`config.mk`:
```
export PLATFORM = sky130hd
export DESIGN_NAME = glitc_threshold_servo
export DESIGN_NICKNAME = d
export VERILOG_FILES = /design/src/rtl/glitc_trigger_pkg.sv /design/src/rtl/glitc_sat_counter.sv /design/src/rtl/glitc_threshold_servo.sv
export SDC_FILE = /design/constraint.sdc
export NUM_CORES = 1
export LEC_CHECK = 0
export ABC_AREA = 0
export BUFFER_PORTS_ARGS = -buffer_cell sky130_fd_sc_hd__buf_2
export CORE_MARGIN = 3
export CORE_UTILIZATION = 40
export DETAILED_ROUTE_END_ITERATION = 8
export GPL_ROUTABILITY_DRIVEN = 1
export GPL_TIMING_DRIVEN = 0
export PLACE_DENSITY = 0.59
export SYNTH_ARGS = -nofsm -noshare
export SYNTH_HDL_FRONTEND = slang
export SYNTH_SLANG_ARGS = --single-unit
```
`constraint.sdc`:
```
create_clock -name clk_i -period 8.9 [get_ports clk_i]
set_input_delay 2.225 -clock clk_i [delete_from_list [all_inputs] [get_ports clk_i]]
set_output_delay 2.225 -clock clk_i [all_outputs]
set_load 0.03 [all_outputs]
```
`src/rtl/glitc_trigger_pkg.sv`:
```
// rtl/glitc_trigger_pkg.sv - shared types and constants for the trigger threshold servo
package glitc_trigger_pkg;

  localparam int POWERBITS_DEF = 12;
  localparam int THRBITS       = POWERBITS_DEF + 2;

  localparam logic [THRBITS-1:0] INIT_THRESHOLD_DEF = 14'h0800;

  typedef enum logic [2:0] {
    ST_IDLE,
    ST_COUNT,
    ST_ADJUST,
    ST_UPDATE,
    ST_HOLDOFF
  } servo_state_t;

endpackage

```
`src/rtl/glitc_sat_counter.sv`:
```
// rtl/glitc_sat_counter.sv - saturating event counter with synchronous clear
module glitc_sat_counter #(
  parameter int WIDTH = 16
) (
  input  logic             clk_i,
  input  logic             rst_n_i,
  input  logic             clr,
  input  logic             inc,
  output logic [WIDTH-1:0] count,
  output logic [WIDTH-1:0] count_inc
);

  // count_inc folds in this cycle's event so a caller can sample it on the final cycle
  always_comb begin
    count_inc = count;
    if (inc && !(&count)) count_inc = count + WIDTH'(1);
  end

  always_ff @(posedge clk_i) begin
    if (!rst_n_i) count <= '0;
    else if (clr) count <= '0;
    else          count <= count_inc;
  end

endmodule

```
`src/rtl/glitc_threshold_servo.sv`:
```
// rtl/glitc_threshold_servo.sv - trigger-rate servo driving the comparator threshold and update strobe
module glitc_threshold_servo
  import glitc_trigger_pkg::*;
#(
  parameter int                   POWERBITS      = 12,
  parameter int                   COUNTBITS      = 16,
  parameter int                   HOLDOFF        = 8,
  parameter logic [POWERBITS+1:0] INIT_THRESHOLD = INIT_THRESHOLD_DEF
) (
  input  logic                   clk_i,
  input  logic                   rst_n_i,
  input  logic                   enable_i,
  input  logic                   trig_i,
  input  logic [COUNTBITS-1:0]   window_i,
  input  logic [COUNTBITS-1:0]   target_i,
  input  logic [COUNTBITS-1:0]   deadband_i,
  input  logic [POWERBITS+1:0]   step_i,
  input  logic [POWERBITS+1:0]   thr_min_i,
  input  logic [POWERBITS+1:0]   thr_max_i,
  input  logic                   manual_load_i,
  input  logic [POWERBITS+1:0]   manual_threshold_i,
  output logic [POWERBITS+1:0]   threshold_o,
  output logic                   threshold_update_o,
  output logic [COUNTBITS-1:0]   scaler_o,
  output logic                   busy_o
);

  localparam int TW = POWERBITS + 2;
  localparam int HW = (HOLDOFF > 1) ? $clog2(HOLDOFF) : 1;

  servo_state_t         state;
  logic [COUNTBITS-1:0] win_cnt, win_end, trig_cnt, trig_cnt_inc;
  logic [HW-1:0]        ho_cnt;
  logic [TW-1:0]        pend_thr, adj_thr, up_val, dn_val, dn_diff, upd_val;
  logic [TW:0]          up_sum;
  logic [COUNTBITS:0]   hi_lim, lo_sum;
  logic                 pend_valid, win_last, ho_last, rate_hi, rate_lo, upd_req;

  glitc_sat_counter #(.WIDTH(COUNTBITS)) u_trig_cnt (
    .clk_i     (clk_i),
    .rst_n_i   (rst_n_i),
    .clr       (state != ST_COUNT),
    .inc       (trig_i),
    .count     (trig_cnt),
    .count_inc (trig_cnt_inc)
  );

  always_comb begin
    win_end  = (window_i == '0) ? '0 : window_i - COUNTBITS'(1);
    win_last = (win_cnt == win_end);
    ho_last  = (ho_cnt == HW'(HOLDOFF - 1));

    hi_lim  = {1'b0, target_i} + {1'b0, deadband_i};
    lo_sum  = {1'b0, scaler_o} + {1'b0, deadband_i};
    rate_hi = ({1'b0, scaler_o} > hi_lim);
    rate_lo = (lo_sum < {1'b0, target_i});

    up_sum  = {1'b0, threshold_o} + {1'b0, step_i};
    up_val  = (up_sum > {1'b0, thr_max_i}) ? thr_max_i : up_sum[TW-1:0];
    dn_diff = threshold_o - step_i;
    dn_val  = (threshold_o < step_i || dn_diff < thr_min_i) ? thr_min_i : dn_diff;
    adj_thr = rate_hi ? up_val : (rate_lo ? dn_val : threshold_o);

    // Every path to UPDATE funnels through here; a manual request always outranks the servo
    upd_req = 1'b0;
    upd_val = manual_threshold_i;
    case (state)
      ST_IDLE, ST_COUNT: upd_req = manual_load_i;
      ST_ADJUST: begin
        upd_req = manual_load_i || (adj_thr != threshold_o);
        if (!manual_load_i) upd_val = adj_thr;
      end
      ST_HOLDOFF: begin
        upd_req = ho_last && (manual_load_i || pend_valid);
        if (!manual_load_i) upd_val = pend_thr;
      end
      default: upd_req = 1'b0;
    endcase
  end

  always_ff @(posedge clk_i) begin
    if (!rst_n_i) begin
      state              <= ST_IDLE;
      threshold_o        <= INIT_THRESHOLD;
      threshold_update_o <= 1'b0;
      scaler_o           <= '0;
      busy_o             <= 1'b0;
      win_cnt            <= '0;
      ho_cnt             <= '0;
      pend_valid         <= 1'b0;
      pend_thr           <= '0;
    end else begin
      threshold_update_o <= 1'b0;
      busy_o             <= 1'b0;
      win_cnt            <= '0;
      ho_cnt             <= '0;
      if (upd_req) begin
        threshold_o        <= upd_val;
        threshold_update_o <= 1'b1;
        busy_o             <= 1'b1;
        pend_valid         <= 1'b0;
        state              <= ST_UPDATE;
      end else begin
        case (state)
          ST_IDLE: if (enable_i) state <= ST_COUNT;
          ST_COUNT: begin
            if (!enable_i) begin
              state <= ST_IDLE;
            end else if (win_last) begin
              scaler_o <= trig_cnt_inc;
              state    <= ST_ADJUST;
            end else begin
              win_cnt <= win_cnt + COUNTBITS'(1);
            end
          end
          ST_ADJUST: state <= ST_COUNT;
          ST_UPDATE: begin
            busy_o <= 1'b1;
            state  <= ST_HOLDOFF;
          end
          ST_HOLDOFF: begin
            if (ho_last) begin
              state <= enable_i ? ST_COUNT : ST_IDLE;
            end else begin
              ho_cnt <= ho_cnt + HW'(1);
              busy_o <= 1'b1;
            end
          end
          default: state <= ST_IDLE;
        endcase
        if ((state == ST_UPDATE || state == ST_HOLDOFF) && manual_load_i) begin
          pend_valid <= 1'b1;
          pend_thr   <= manual_threshold_i;
        end
      end
    end
  end

endmodule

```
**Word level (Yosys, flattened, before mapping)**

Index checks and enable logic that the tools add are counted.

- Word-level logic and storage cells: 84
- Latch bits: 0
- Input port bits: 109
- Output and inout bits: 32
- Memories kept: 0
- Memory bits (writable): 0
- Flip-flop bits (word level): 85
- Bits in read-only memories: 0

- Shift operators: 0
- Magnitude comparators: 5
- Multipliers: 0
- Multiplexer cells: 21
- Bitwise logic cells: 5
- Add/subtract/negate cells: 8
- Eq/ne operators: 14
- Reductions and logical operators: 20
- Div/mod/pow operators: 0

Operators by type and width:

| kind | count |
|---|---|
| $mux W14 | 6 |
| $add A16 B16 Y17 | 2 |
| $add A16 B1 Y16 const B | 2 |
| $mux W16 | 2 |
| $lt A14 B14 Y1 | 2 |
| $pmux W14 S2 | 1 |
| $gt A16 B17 Y1 | 1 |
| $lt A17 B16 Y1 | 1 |
| $eq A16 B16 Y1 | 1 |
| $logic_not A16 Y1 | 1 |
| $reduce_and A16 Y1 | 1 |
| $sub A16 B1 Y16 const B | 1 |
| $add A14 B14 Y15 | 1 |
| $gt A15 B14 Y1 | 1 |
| $pmux W3 S5 | 1 |
| $ne A14 B14 Y1 | 1 |
| $sub A14 B14 Y14 | 1 |
| $mux W3 | 4 |
| $ne A3 B3 Y1 const B | 3 |
| $eq A3 B2 Y1 const B | 2 |
| $eq A3 B3 Y1 const B | 2 |
| $reduce_and A3 Y1 | 2 |
| $reduce_or A2 Y1 | 3 |
| $not A1 Y1 | 5 |
| 17 further kinds | 26 |

**Logic depth before layout (Yosys ltp)**

- Word-level depth: 11
- Gate-level depth with buffers: 28
- Gate-level depth less buffers: 25

**Modules after synthesis**

From an unflattened synthesis, not the netlist that was laid out.

- Cells, all modules: 1302
- Area, all modules: 9943.3 µm²

Modules (own cells, without submodules):

| module | cells each | instances | seq. area each (µm²) | area each (µm²) |
|---|---|---|---|---|
| glitc_threshold_servo | 1189 | 1 | 1381.3 | 9011.1 |
| glitc_sat_counter | 113 | 1 | 320.3 | 932.1 |

**Worst setup path after synthesis**

Ideal clock, no wire load.

- Path kind: input port to flip-flop
- From: input deadband_i[1]
- To: register threshold_o[12]
- Stages on the path: 24
- Setup time: 72 ps
- Setup slack: 1654 ps
- Arrival time: 7175 ps
- Buffers on the path: 2
- Required time: 8828 ps
- Path through: ha_1 a21o_1 a21oi_1 o21bai_1 a21oi_1 o21bai_1 a21oi_1 o21ai_0 a21o_1 a221o_1 o311ai_0 ha_1 a211oi_1 o21ai_0 a41oi_1 and2_1 clkbuf_1 a21o_1 o2111ai_1 nor4_1 a41oi_1 o41ai_4 buf_6 mux2i_1

- Cells in the longest elaborated chain, start to end: 7
- Elaborated cells between the ends (all ways): 11
- Classes of those cells: add/sub: 2; order compare: 2; eq/ne: 1; mux: 5; reduce/logical: 1

Ends and longest elaborated chain:

| item | line | text |
|---|---|---|
| from (decl) | glitc_threshold_servo.sv:16 | `input logic [COUNTBITS-1:0] deadband_i,` |
| $add A16 B16 Y17 | glitc_threshold_servo.sv:54 | `lo_sum = {1'b0, scaler_o} + {1'b0, deadband_i};` |
| $lt A17 B16 Y1 | glitc_threshold_servo.sv:56 | `rate_lo = (lo_sum < {1'b0, target_i});` |
| $mux W14 | glitc_threshold_servo.sv:62 | `adj_thr = rate_hi ? up_val : (rate_lo ? dn_val : threshold_o);` |
| $mux W14 * | glitc_threshold_servo.sv:62 |  |
| $ne A14 B14 Y1 | glitc_threshold_servo.sv:70 | `upd_req = manual_load_i \|\| (adj_thr != threshold_o);` |
| $logic_or A1 B1 Y1 | glitc_threshold_servo.sv:70 |  |
| $pmux W1 S3 | glitc_threshold_servo.sv:67 | `case (state)` |
| to (signal assigned) | glitc_threshold_servo.sv:98 | `threshold_o <= upd_val;` |
| to (decl) | glitc_threshold_servo.sv:22 | `output logic [POWERBITS+1:0] threshold_o,` |

Mark *: on every way between the ends. The rest lies on a longest branch, timed or not.
A chain may end at the register's enable or synchronous reset.

**Worst setup path after layout**

- From: input deadband_i[1]
- To: register threshold_o[10]

Same word-level chain as after synthesis.

==> metrics.yaml <==
final_layout:
  fin_nets: 1706
  final_core_util_pct: 46.7
  multi_input_area_um2: 7670
  n_fill_cell: 2521
  area_growth_pct: 14.1
  regArea_um2: 1700
  layout-drive-gt1-share_pct: 14.9
  n_antenna_cell: 0
  design_area_um2: 11400
global_routing:
  use_met1_pct: 29.6
  grt_pass1_wl_um: 47100
  grt-ovfl-total: 0
  grtUsageMet2_pct: 35.3
  grt_max_degree: 17
  grt_pass1_vias: 9342
  met3_usage_pct: 2.72
  grt.busiest_layer: "met2"
  antenna_found_initial: 2
  grt_util_all_layers_pct: 21.7
placed_design:
  portBuffers: 140
  gp_congestion: 0.921
  placed_area_um2: 11100
  dp_worst_setup_slack_ns: 0.374
  dp_hpwl_um: 24700
drt:
  drt_iter0_drc: 725
  wl_per_cell_um: 16.6
  dr.pass1.iters: 6
  viasPerCell: 5.52
  postRouteAntennaNets: 0
  wirelength_um: 29800
  drc: 0
  route.vias.total: 9930
worst_setup_path:
  worstPathMaxFanout: 10
  critPathKind: "input pin to flop"
  cp-start-kind: "input pin"
  arrival_ns: 8.57
  required_ns: 9.17
  cp-end-kind: "flop"
power:
  ir_drop_uv: 90.5
  static-leakage-power_nw: 5.19
  powerDensity_nw_per_um2: 138
cts:
  cts_buffers: 9
  cts_root_buf: "clkbuf_16"
  htreeDepth: 3
  insertion_delay_ns: 0.35
  path_clk_slew_ns: 0.06
  cts_hold_buf: 0
  cts.path.max_buffers: 2
  post_cts_resized: 0
  cts_tree: "done"
  clkSinkCount: 85
  post_cts_buffers: 0
logic_synthesis:
  synth_edf_count: 0
  yosys_warnings: 0
  synthSimpleGateAreaFrac_pct: 23.1
  ys_top_cells_by_area: "dfxtp_1, ha_1, xnor2_1"
  synthAdderAreaFrac_pct: 16.2
  synth_common_cells: "ha_1, nand2_1, inv_1, nor2_1, dfxtp_1"
  synth_cells: 1319
  synth_compound_area_share_pct: 22.5
  synth.distinct_cells: 93
  synth-xor-area-share_pct: 8.65
  postSynth.asyncResetShare_pct: 0
  netlist_area_um2: 10000
  synth_top_area_cell: "dfxtp_1"
  yosysMostFrequentCell: "ha_1"
  muxShareOfSynthArea_pct: 6.12
  seq_area_frac_synth_pct: 17.0
  synth_top_family_by_area: "simple AND/OR/NAND/NOR gates"
  synth_top_flop_cell: "dfxtp_1"
  postSynthAreaPerCell_um2: 7.60
  syn-num-nets: 1555
  synth-seq-cells: 85
  yosysTopAreaCellShare_pct: 17.0
worst_hold_path:
  worstHoldPathType: "flop to flop"
timing:
  fin_tns_setup_ns: 0
  min_period_over_period_pct: 93.2
  whs_ns: 0.439
  layout_min_cycle_time_ns: 8.30
  hold_viol: 0
  relSlewSlack_pct: 16.5
  worst_pin_slew_ns: 1.24
  setup_ws_ns: 0.603
  finalMaxSlewViolations: 0
  max_freq_ghz: 0.121
  setup_viol: 0
  rsz0062_at_grt: "no"
  worst_clock_skew_ns: 0.0112
floorplanning:
  fp.dieH_um: 164
  io_pins: 141
  dieWidth_um: 164
  core_area_um2: 24500
  initial_core_util_pct: 41.0
  rows: 57
  dieArea_um2: 27000
outcome:
  status: "complete, no violations"
run:
  drv_cap: 0
-- flip-flops by register name, indices dropped and copies added (netlist names), 3 cells and up --
| register | flops |
|---|---|
| scaler_o | 16 |
| u_trig_cnt.count | 16 |
| win_cnt | 16 |
| pend_thr | 14 |
| threshold_o | 14 |
| ho_cnt | 3 |
| state | 3 |
-- metal layers --
metal / part of all wire (%) / wire length (µm)
met4: 2.5 / 751
met5: 0.084 / 25
met2: 45 / 13400
met3: 5.5 / 1620
met1: 47 / 14000
-- critical path, cell delays in order --
cell       delay [ns]
buf_2            0.13
ha_1             0.29
a21o_1           0.18
a21oi_1          0.25
o21bai_1         0.10
a21oi_1          0.23
o21bai_1         0.11
a21oi_1          0.26
o21ai_0          0.17
a21o_1           0.21
a221o_1          0.34
o311ai_0         0.40
ha_1             0.32
a211oi_1         0.25
o21ai_0          0.16
a41oi_1          0.43
and2_1           0.19
clkbuf_1         0.29
a21o_1           0.19
o2111ai_1        0.11
nor4_1           0.33
a41oi_1          0.26
o41ai_4          0.66
buf_6            0.27
mux2i_1          0.19
-- metrics by stage --
| step | power (mW) | instances |
|---|---|---|
| after CTS | 1.58 | 1799 |
| after floorplan | 0.982 | 1319 |
| after global placement | 1.19 | 1783 |
| after global routing | 1.69 | 1799 |
| final | 1.58 | 1799 |
| after detailed placement | 1.19 | 1783 |
-- kinds of logic (layout without fill, tap and decap cells) --
| logic type | count (synthesis) | in the layout |
|---|---|---|
| DFF | 85 | 85 |
| muxes | 59 | 59 |
| xor gates and xnor gates | 99 | 99 |
| AOI/OAI and AO/OA | 326 | 326 |
| buffers and inverters | 158 | 314 |
| and+or+nand+nor | 465 | 465 |
| adders and majority gates | 127 | 127 |
-- worst paths after layout --
check,slack (ns),from,cells after the start,to
hold / removal,0.44,ho_cnt[0],1,ho_cnt[0]
setup / recovery,0.60,deadband_i[1],25,threshold_o[10]
setup reg to reg,2.21,scaler_o[1],24,threshold_o[10]
hold reg to reg,0.44,ho_cnt[0],1,ho_cnt[0]
-- final cells by class --
| class | instances | share of cell area [%] |
|---|---|---|
| tap | 324 | 3.55 |
| multi-input combinational | 1076 | 67.1 |
| buffer | 47 | 1.98 |
| inverter | 111 | 3.64 |
| clock buffer | 9 | 1.97 |
| clock inverter | 7 | 0.711 |
| sequential | 85 | 14.9 |
| timing repair buffer | 140 | 6.13 |
-- report_power, final --
group | leakage, nW | total [mW] | switching, mW | internal, mW
sequential | 0.689 | 0.423 | 0.0293 | 0.393
combinational | 4.35 | 0.775 | 0.467 | 0.308
clock | 0.147 | 0.385 | 0.163 | 0.221
total | 5.19 | 1.58 | 0.660 | 0.923
-- layout by cell type (no fill, tap or decap), types with 18 or more instances in the layout --
cell type    n
buf_2      152
ha_1       123
nand2_1    116
inv_1      110
nor2_1     101
dfxtp_1     85
a21oi_1     84
o21ai_0     73
nand3_1     57
xnor2_1     52
xor2_1      47
mux2i_1     43
nor3_1      39
clkbuf_1    25
and2_1      25
nand2b_1    23
a21o_1      20
and3_1      18
(Power assumes the default switching activity.)
